===== src/rtl/tlb_cp0_unit.sv =====
// CP0 TLB register file (Index/EntryHi/EntryLo0/EntryLo1/Random) with a
// two-state sequencer that runs TLBP/TLBR/TLBWI/TLBWR against an external TLB.
module tlb_cp0_unit #(
  parameter int TLB_NUM = 16,
  localparam int IW = $clog2(TLB_NUM)
) (
  input  logic          clock,
  input  logic          reset_n,
  input  logic          op_valid,
  input  logic [1:0]    op_code,
  output logic          op_ready,
  output logic          op_done,
  input  logic          mtc0_we,
  input  logic [1:0]    mtc0_sel,
  input  logic [31:0]   mtc0_data,
  output logic [31:0]   index_q,
  output logic [31:0]   entryhi_q,
  output logic [31:0]   entrylo0_q,
  output logic [31:0]   entrylo1_q,
  output logic [31:0]   random_q,
  output logic [18:0]   s_vpn2,
  output logic          s_odd_page,
  output logic [7:0]    s_asid,
  input  logic          s_found,
  input  logic [IW-1:0] s_index,
  output logic          w_en,
  output logic [IW-1:0] w_index,
  output logic [77:0]   w_entry,
  output logic [IW-1:0] r_index,
  input  logic [77:0]   r_entry
);

  typedef enum logic {IDLE = 1'b0, EXEC = 1'b1} state_t;

  localparam logic [1:0]    OP_TLBP  = 2'b00;
  localparam logic [1:0]    OP_TLBR  = 2'b01;
  localparam logic [1:0]    OP_TLBWI = 2'b10;
  localparam logic [1:0]    OP_TLBWR = 2'b11;
  localparam logic [IW-1:0] RAND_MAX = IW'(TLB_NUM - 1);

  state_t        state_r;
  logic          op_done_r;
  logic [1:0]    op_code_r;
  logic [IW-1:0] rand_idx_r;
  logic [IW-1:0] random_r;
  logic          index_p_r;
  logic [IW-1:0] index_idx_r;
  logic [18:0]   ehi_vpn2_r;
  logic [7:0]    ehi_asid_r;
  // EntryLo fields stored as {pfn[19:0], c[2:0], d, v, g}, matching bits [25:0]
  logic [25:0]   lo0_r;
  logic [25:0]   lo1_r;
  logic          unused_s;

  assign unused_s = ^mtc0_data;

  // Sequencer, CP0 register updates and free-running Random counter
  always_ff @(posedge clock or negedge reset_n) begin
    if (!reset_n) begin
      state_r     <= IDLE;
      op_done_r   <= 1'b0;
      op_code_r   <= 2'b00;
      rand_idx_r  <= {IW{1'b0}};
      random_r    <= RAND_MAX;
      index_p_r   <= 1'b0;
      index_idx_r <= {IW{1'b0}};
      ehi_vpn2_r  <= 19'd0;
      ehi_asid_r  <= 8'd0;
      lo0_r       <= 26'd0;
      lo1_r       <= 26'd0;
    end else begin
      random_r  <= (random_r == {IW{1'b0}}) ? RAND_MAX : random_r - IW'(1);
      op_done_r <= 1'b0;
      if (mtc0_we) begin
        case (mtc0_sel)
          2'd0:    index_idx_r <= mtc0_data[IW-1:0];
          2'd1:    begin
                     ehi_vpn2_r <= mtc0_data[31:13];
                     ehi_asid_r <= mtc0_data[7:0];
                   end
          2'd2:    lo0_r <= mtc0_data[25:0];
          2'd3:    lo1_r <= mtc0_data[25:0];
          default: lo1_r <= lo1_r;
        endcase
      end
      // Op results are assigned after mtc0 so they win on a same-cycle collision
      case (state_r)
        IDLE: begin
          if (op_valid) begin
            state_r    <= EXEC;
            op_code_r  <= op_code;
            rand_idx_r <= random_r;
          end
        end
        EXEC: begin
          state_r   <= IDLE;
          op_done_r <= 1'b1;
          case (op_code_r)
            OP_TLBP: begin
              if (s_found) begin
                index_p_r   <= 1'b0;
                index_idx_r <= s_index;
              end else begin
                index_p_r <= 1'b1;
              end
            end
            OP_TLBR: begin
              ehi_vpn2_r <= r_entry[77:59];
              ehi_asid_r <= r_entry[58:51];
              lo0_r      <= {r_entry[49:25], r_entry[50]};
              lo1_r      <= {r_entry[24:0], r_entry[50]};
            end
            default: index_p_r <= index_p_r;
          endcase
        end
        default: state_r <= IDLE;
      endcase
    end
  end

  assign op_ready   = (state_r == IDLE);
  assign op_done    = op_done_r;
  assign index_q    = {index_p_r, {(31-IW){1'b0}}, index_idx_r};
  assign entryhi_q  = {ehi_vpn2_r, 5'd0, ehi_asid_r};
  assign entrylo0_q = {6'd0, lo0_r};
  assign entrylo1_q = {6'd0, lo1_r};
  assign random_q   = {{(32-IW){1'b0}}, random_r};

  assign s_vpn2     = ehi_vpn2_r;
  assign s_asid     = ehi_asid_r;
  assign s_odd_page = 1'b0;

  assign r_index = index_idx_r;
  assign w_en    = (state_r == EXEC) && (op_code_r == OP_TLBWI || op_code_r == OP_TLBWR);
  assign w_index = (op_code_r == OP_TLBWR) ? rand_idx_r : index_idx_r;
  assign w_entry = {ehi_vpn2_r, ehi_asid_r, lo0_r[0] & lo1_r[0], lo0_r[25:1], lo1_r[25:1]};

endmodule


===== config.mk =====
export PLATFORM = sky130hd
export DESIGN_NAME = tlb_cp0_unit
export DESIGN_NICKNAME = d
export VERILOG_FILES = /design/src/rtl/tlb_cp0_unit.sv
export SDC_FILE = /design/constraint.sdc
export NUM_CORES = 1
export LEC_CHECK = 0
export BUFFER_PORTS_ARGS = -buffer_cell sky130_fd_sc_hd__buf_4
export CAP_MARGIN = 20
export CELL_PAD_IN_SITES_DETAIL_PLACEMENT = 1
export CELL_PAD_IN_SITES_GLOBAL_PLACEMENT = 1
export CORE_AREA = 2 2 153 155
export DETAILED_ROUTE_END_ITERATION = 8
export DIE_AREA = 0 0 155 157
export PLACE_DENSITY = 0.75
export SYNTH_ARGS = -nofsm -noshare
export SYNTH_HDL_FRONTEND = slang
export SYNTH_SLANG_ARGS = --single-unit

===== constraint.sdc =====
create_clock -name clock -period 1.27 [get_ports clock]
set_input_delay 0 -clock clock [delete_from_list [all_inputs] [get_ports clock]]
set_output_delay 0 -clock clock [all_outputs]
set_load 0.05 [all_outputs]

# Yosys cells after proc, flatten, opt, wreduce, memory -nomap -nowiden
# Index checks and enable logic that the tools add are counted.
# totals
inputBits	123
elab_cells	54
ff_bits	96
# op_classes
reduce_logical	7
n_eq_ne	6
bitwise	2
addsub	1
mux	27
# ops
op	count
$mux 26	8
$mux 19	4
$mux 8	4
$mux 4	7
$eq 2x2->1 const B	4
$eq 2x1->1 const B	2
$logic_not 2->1	2
$logic_not 4->1	1
$reduce_and 2->1	2
$sub 4x1->4 const B	1
$mux 1	3
$pmux 1 s2	1
$and 1x1->1	1
$logic_and 1x1->1	1
$logic_or 1x1->1	1
$not 1->1	1

# Longest topological paths before layout
# logic_depth
word_depth	6
mapped_depth	6
mapped_depth_nobuf	4

# Worst setup path before layout
# No wires, ideal clock.
# synth_path
kind	register -> register
startpoint	reg random_r[0]
endpoint	reg random_r[3]
arrival_time_ps	1199
stages_incl_launch_ff	5
slack_ps	-19
setup_time_ps	91
n_path_buf	0
path_cell_list	dfstp_2 inv_1 ha_1 a21oi_1 o31ai_1
# synth_between
elab_chain_len	2
elab_cells_between_ends	3
# synth_rtl
item	line	rtl
from (decl)	45	logic [IW-1:0] random_r;
from (signal assigned)	72	random_r <= (random_r == {IW{1'b0}}) ? RAND_MAX : random_r - IW'(1);
$sub 4x1->4 / $logic_not 4->1 (equally long branches)	72	
$mux 4 *	72	
# Every way passes the cells marked *; elsewhere a longest branch is shown, timed or not.
# A chain may end at the register's enable or synchronous reset.

# Worst setup path after layout
# layout_path
startpoint	reg op_code_r[1]
endpoint	out w_index[1]
# layout_between
elab_chain_len	2
# layout_rtl
item	line	rtl
from (decl)	43	logic [1:0] op_code_r;
from (signal assigned)	91	op_code_r <= op_code;
$eq 2x2->1	135	assign w_index = (op_code_r == OP_TLBWR) ? rand_idx_r : index_idx_r;
$mux 4	135	
to (decl)	27	output logic [IW-1:0] w_index,
# No other way between the ends.

==> reports/metrics.csv <==
stage,metric,value,unit
run_status,outcome,"complete, but fails checks",
run_status,violations,negative setup slack,
timing,fin_skew,0.01051,ns
critical_path,worstPathArrival,1.45,ns
min_path,hp-class,input port to flop,
global_routing,grt_pass1_vias,6224,
detailed_routing,drc,0,
final_layout,drive_gt1_frac,0.3851,
critical_path,crit_buf_inv,2,
global_routing,grt-ovfl-total,0,
logic_synthesis,seq_area_frac_synth,0.4131,
logic_synthesis,netlist_area,0.005827,sq mm
die,die_w,155,um
detailed_routing,via_count,5822,
logic_synthesis,synth_edf_count,0,
pwr,ir_drop,1.001,mV
detailed_routing,final_antenna_net_count,0,
critical_path,endpoint,w_index[1],
clocking,cts_tree,yes,
logic_synthesis,async_flop_share,1.000,
critical_path,crit_start,op_code_r[1],
critical_path,start_kind,flop,
logic_synthesis,synth.distinct_cells,32,
clocking,clock_latency,0.35,ns
final_layout,area_delta_synth_final,57.31,%
detailed_routing,drt-initial-drc-count,183,
die,rows,55,
logic_synthesis,synth_area_leaders,"dfrtp_1, buf_4, nand2_1",
logic_synthesis,synth_top_area_frac,0.3951,
critical_path,slowest_delay,0.40,ns
pwr,total_power,0.01966,W
global_routing,grt_max_degree,97,
critical_path,cp.required,1.27,ns
timing,period_minus_slack,1.451,ns
final_layout,n_antenna_cell,0,
die,start_util,0.2589,
logic_synthesis,ys_ff_latch,96,
pwr,powerDensity,2144,mW/mm^2
placed_design,place.port_buffers,326,
logic_synthesis,yosys-top-cells-count,"buf_4, nand2_1, dfrtp_1, nor2_1, a31oi_1",
timing,tightestPinTransition,0.5696,ns
detailed_routing,dr.pass1.iters,4,
placed_design,dpl.hpwl,15780,um
pwr,p_leak,4.599,nW
logic_synthesis,yosysTopAreaCell,dfrtp_1,
detailed_routing,wirelength,23490,um
global_routing,antenna_found_initial,0,
critical_path,timing.rr.start,op_code_r[0],
placed_design,place_congestion,0.7564,
timing,totalNegativeSetupSlack,-1.373,ns
critical_path,worst-setup-path-type,flop to output pin,
timing,timing.fmax,689.3,MHz
critical_path,cp_num_cells,4,
timing,fin_hold_ws,0.09626,ns
clocking,cts_root_buffer,clkbuf_16,
critical_path,endpoint_kind,output pin,
critical_path,ff2ff_setup_slack,-0.11,ns
timing,setup_ws,-0.1807,ns
logic_synthesis,synthFlopType,dfrtp_1,
clocking,path_clk_slew,0.07,ns
detailed_routing,wl_per_cell,17.96,um
critical_path,slowest_stage,dfrtp_1,
clocking,clock-sinks,96,
die,die_height,157,um
critical_path,critPathMaxFanout,5,
timing,finalSetupViolCount,34,
final_layout,post-route-util,0.4073,
logic_synthesis,synthCells,680,
clocking,h-tree-depth,3,
clocking,cts_buffers,9,
logic_synthesis,synth.most_common_cell,buf_4,
clocking,cts_buffer_depth,2,
die,die_area,0.02434,sq mm
timing,finalCritPeriodShare,1.142,
global_routing,grtUsageTotal,0.1849,
critical_path,reg2reg_depth,5,
critical_path,crit_family,flip-flops,
critical_path,r2r_end,lo1_r[22],
logic_synthesis,yosys_warnings,0,
timing,rsz0062_at_grt,yes,
global_routing,grt_pass1_wl,35040,um
timing,relSlewSlack,0.6203,
detailed_routing,viasPerCell,4.451,
die,coreArea,0.02250,sq mm
die,io_pins,400,
job,maxCapViolCount,0,
final_layout,finalNetCount,1142,
timing,slew_violations,0,
critical_path,critical_path.cell_chain,buf_6 -> nand2_8 -> mux2_4 -> buf_8,
timing,hold_viol,0,
logic_synthesis,avgSynthCellArea,8.569,sq um
[cell usage in the layout, fill, tap and decap left out, drive strengths merged, types with 2 or more instances in the layout]
master and n:
a21oi 5, a31oi 79, and2 2, and3b 2
buf 356, clkbuf 11, clkinvlp 2, conb 73
dfrtp 92, dfstp 4, dlygate4sd3 118, inv 7
mux2 10, mux2i 4, nand2 160, nand3b 3
nor2 82, o21ai 2, o31ai 2
[power breakdown]
| group | leakage [nW] | switching (W) | total (W) | internal (W) |
|---|---|---|---|---|
| Sequential | 1.13 | 0.000942 | 0.00478 | 0.00384 |
| Combinational | 3.34 | 0.00873 | 0.0122 | 0.00345 |
| Clock | 0.127 | 0.00133 | 0.00269 | 0.00136 |
[per-layer routing]
layer,vias up,GRT usage,routed length (um)
met1,2897,0.2107,9069
met2,262,0.3520,12670
met4,0,0.04718,301
li1,2640,-,-
met5,-,0,0
met3,23,0.03634,1457
[through the flow]
step	std cells	setup slack, ns	area (sq um)
after floorplan	752	0.01465	6100
after global placement	1171	0.02811	7535
after detailed placement	1171	0.001410	7535
after CTS	1307	-0.1891	9115
after global routing	1308	-0.2300	9166
final	1308	-0.1807	9166
[timing repair]
item	4_1_cts	5_1_grt
setup endpoints to repair	11	91
hold endpoints to repair	178	0
gates cloned	1	0
buffers inserted	1	1
hold buffers	118	0
pin swaps	1	0
resized for setup	24	11
[registers in the layout (all words and copies together) (netlist names)]
register    count
random_r        4
state_r         1
index_p_r       1
op_done         1
lo0_r          26
op_code_r       2
rand_idx_r      4
lo1_r          26
r_index         4
s_asid          8
s_vpn2         19
[kinds of logic after synthesis]
logic type | after synthesis | synth area share
and+or+nand+nor | 256 | 0.1778
AOI/OAI and AO/OA | 88 | 0.09341
DFF | 96 | 0.4131
buffers and inverters | 223 | 0.2852
xor gates and xnor gates | 1 | 0.001503
adders and majority gates | 1 | 0.002147
muxes | 14 | 0.02620
other | 1 | 0.0006436
[worst min-delay path, cell delays in order]
cell,delay [ns]
buf_4,0.09
nor2b_1,0.12
buf_4,0.18
[worst min path at each step]
stage / slack [ns] / cells after the start / start / endpoint
after floorplan: -0.30 / 0 / reset_n / index_p_r
after detailed placement: 0.11 / 2 / reset_n / s_asid[4]
final: 0.1 / 3 / op_valid / state_r
after CTS: 0.07 / 3 / op_valid / state_r
after global routing: 0.08 / 3 / op_valid / state_r
after global placement: 0.11 / 2 / reset_n / s_asid[4]
[layout make-up]
type,count,area (sq um)
clock buffers,11,232.7
clock inverters,5,41.29
fillers,2634,13340
inverters,4,15.01
multi-input cells,433,2088
flip-flops and latches,96,2409
well taps,285,356.6
repair buffers,474,4024
(Power assumes the default switching activity.)
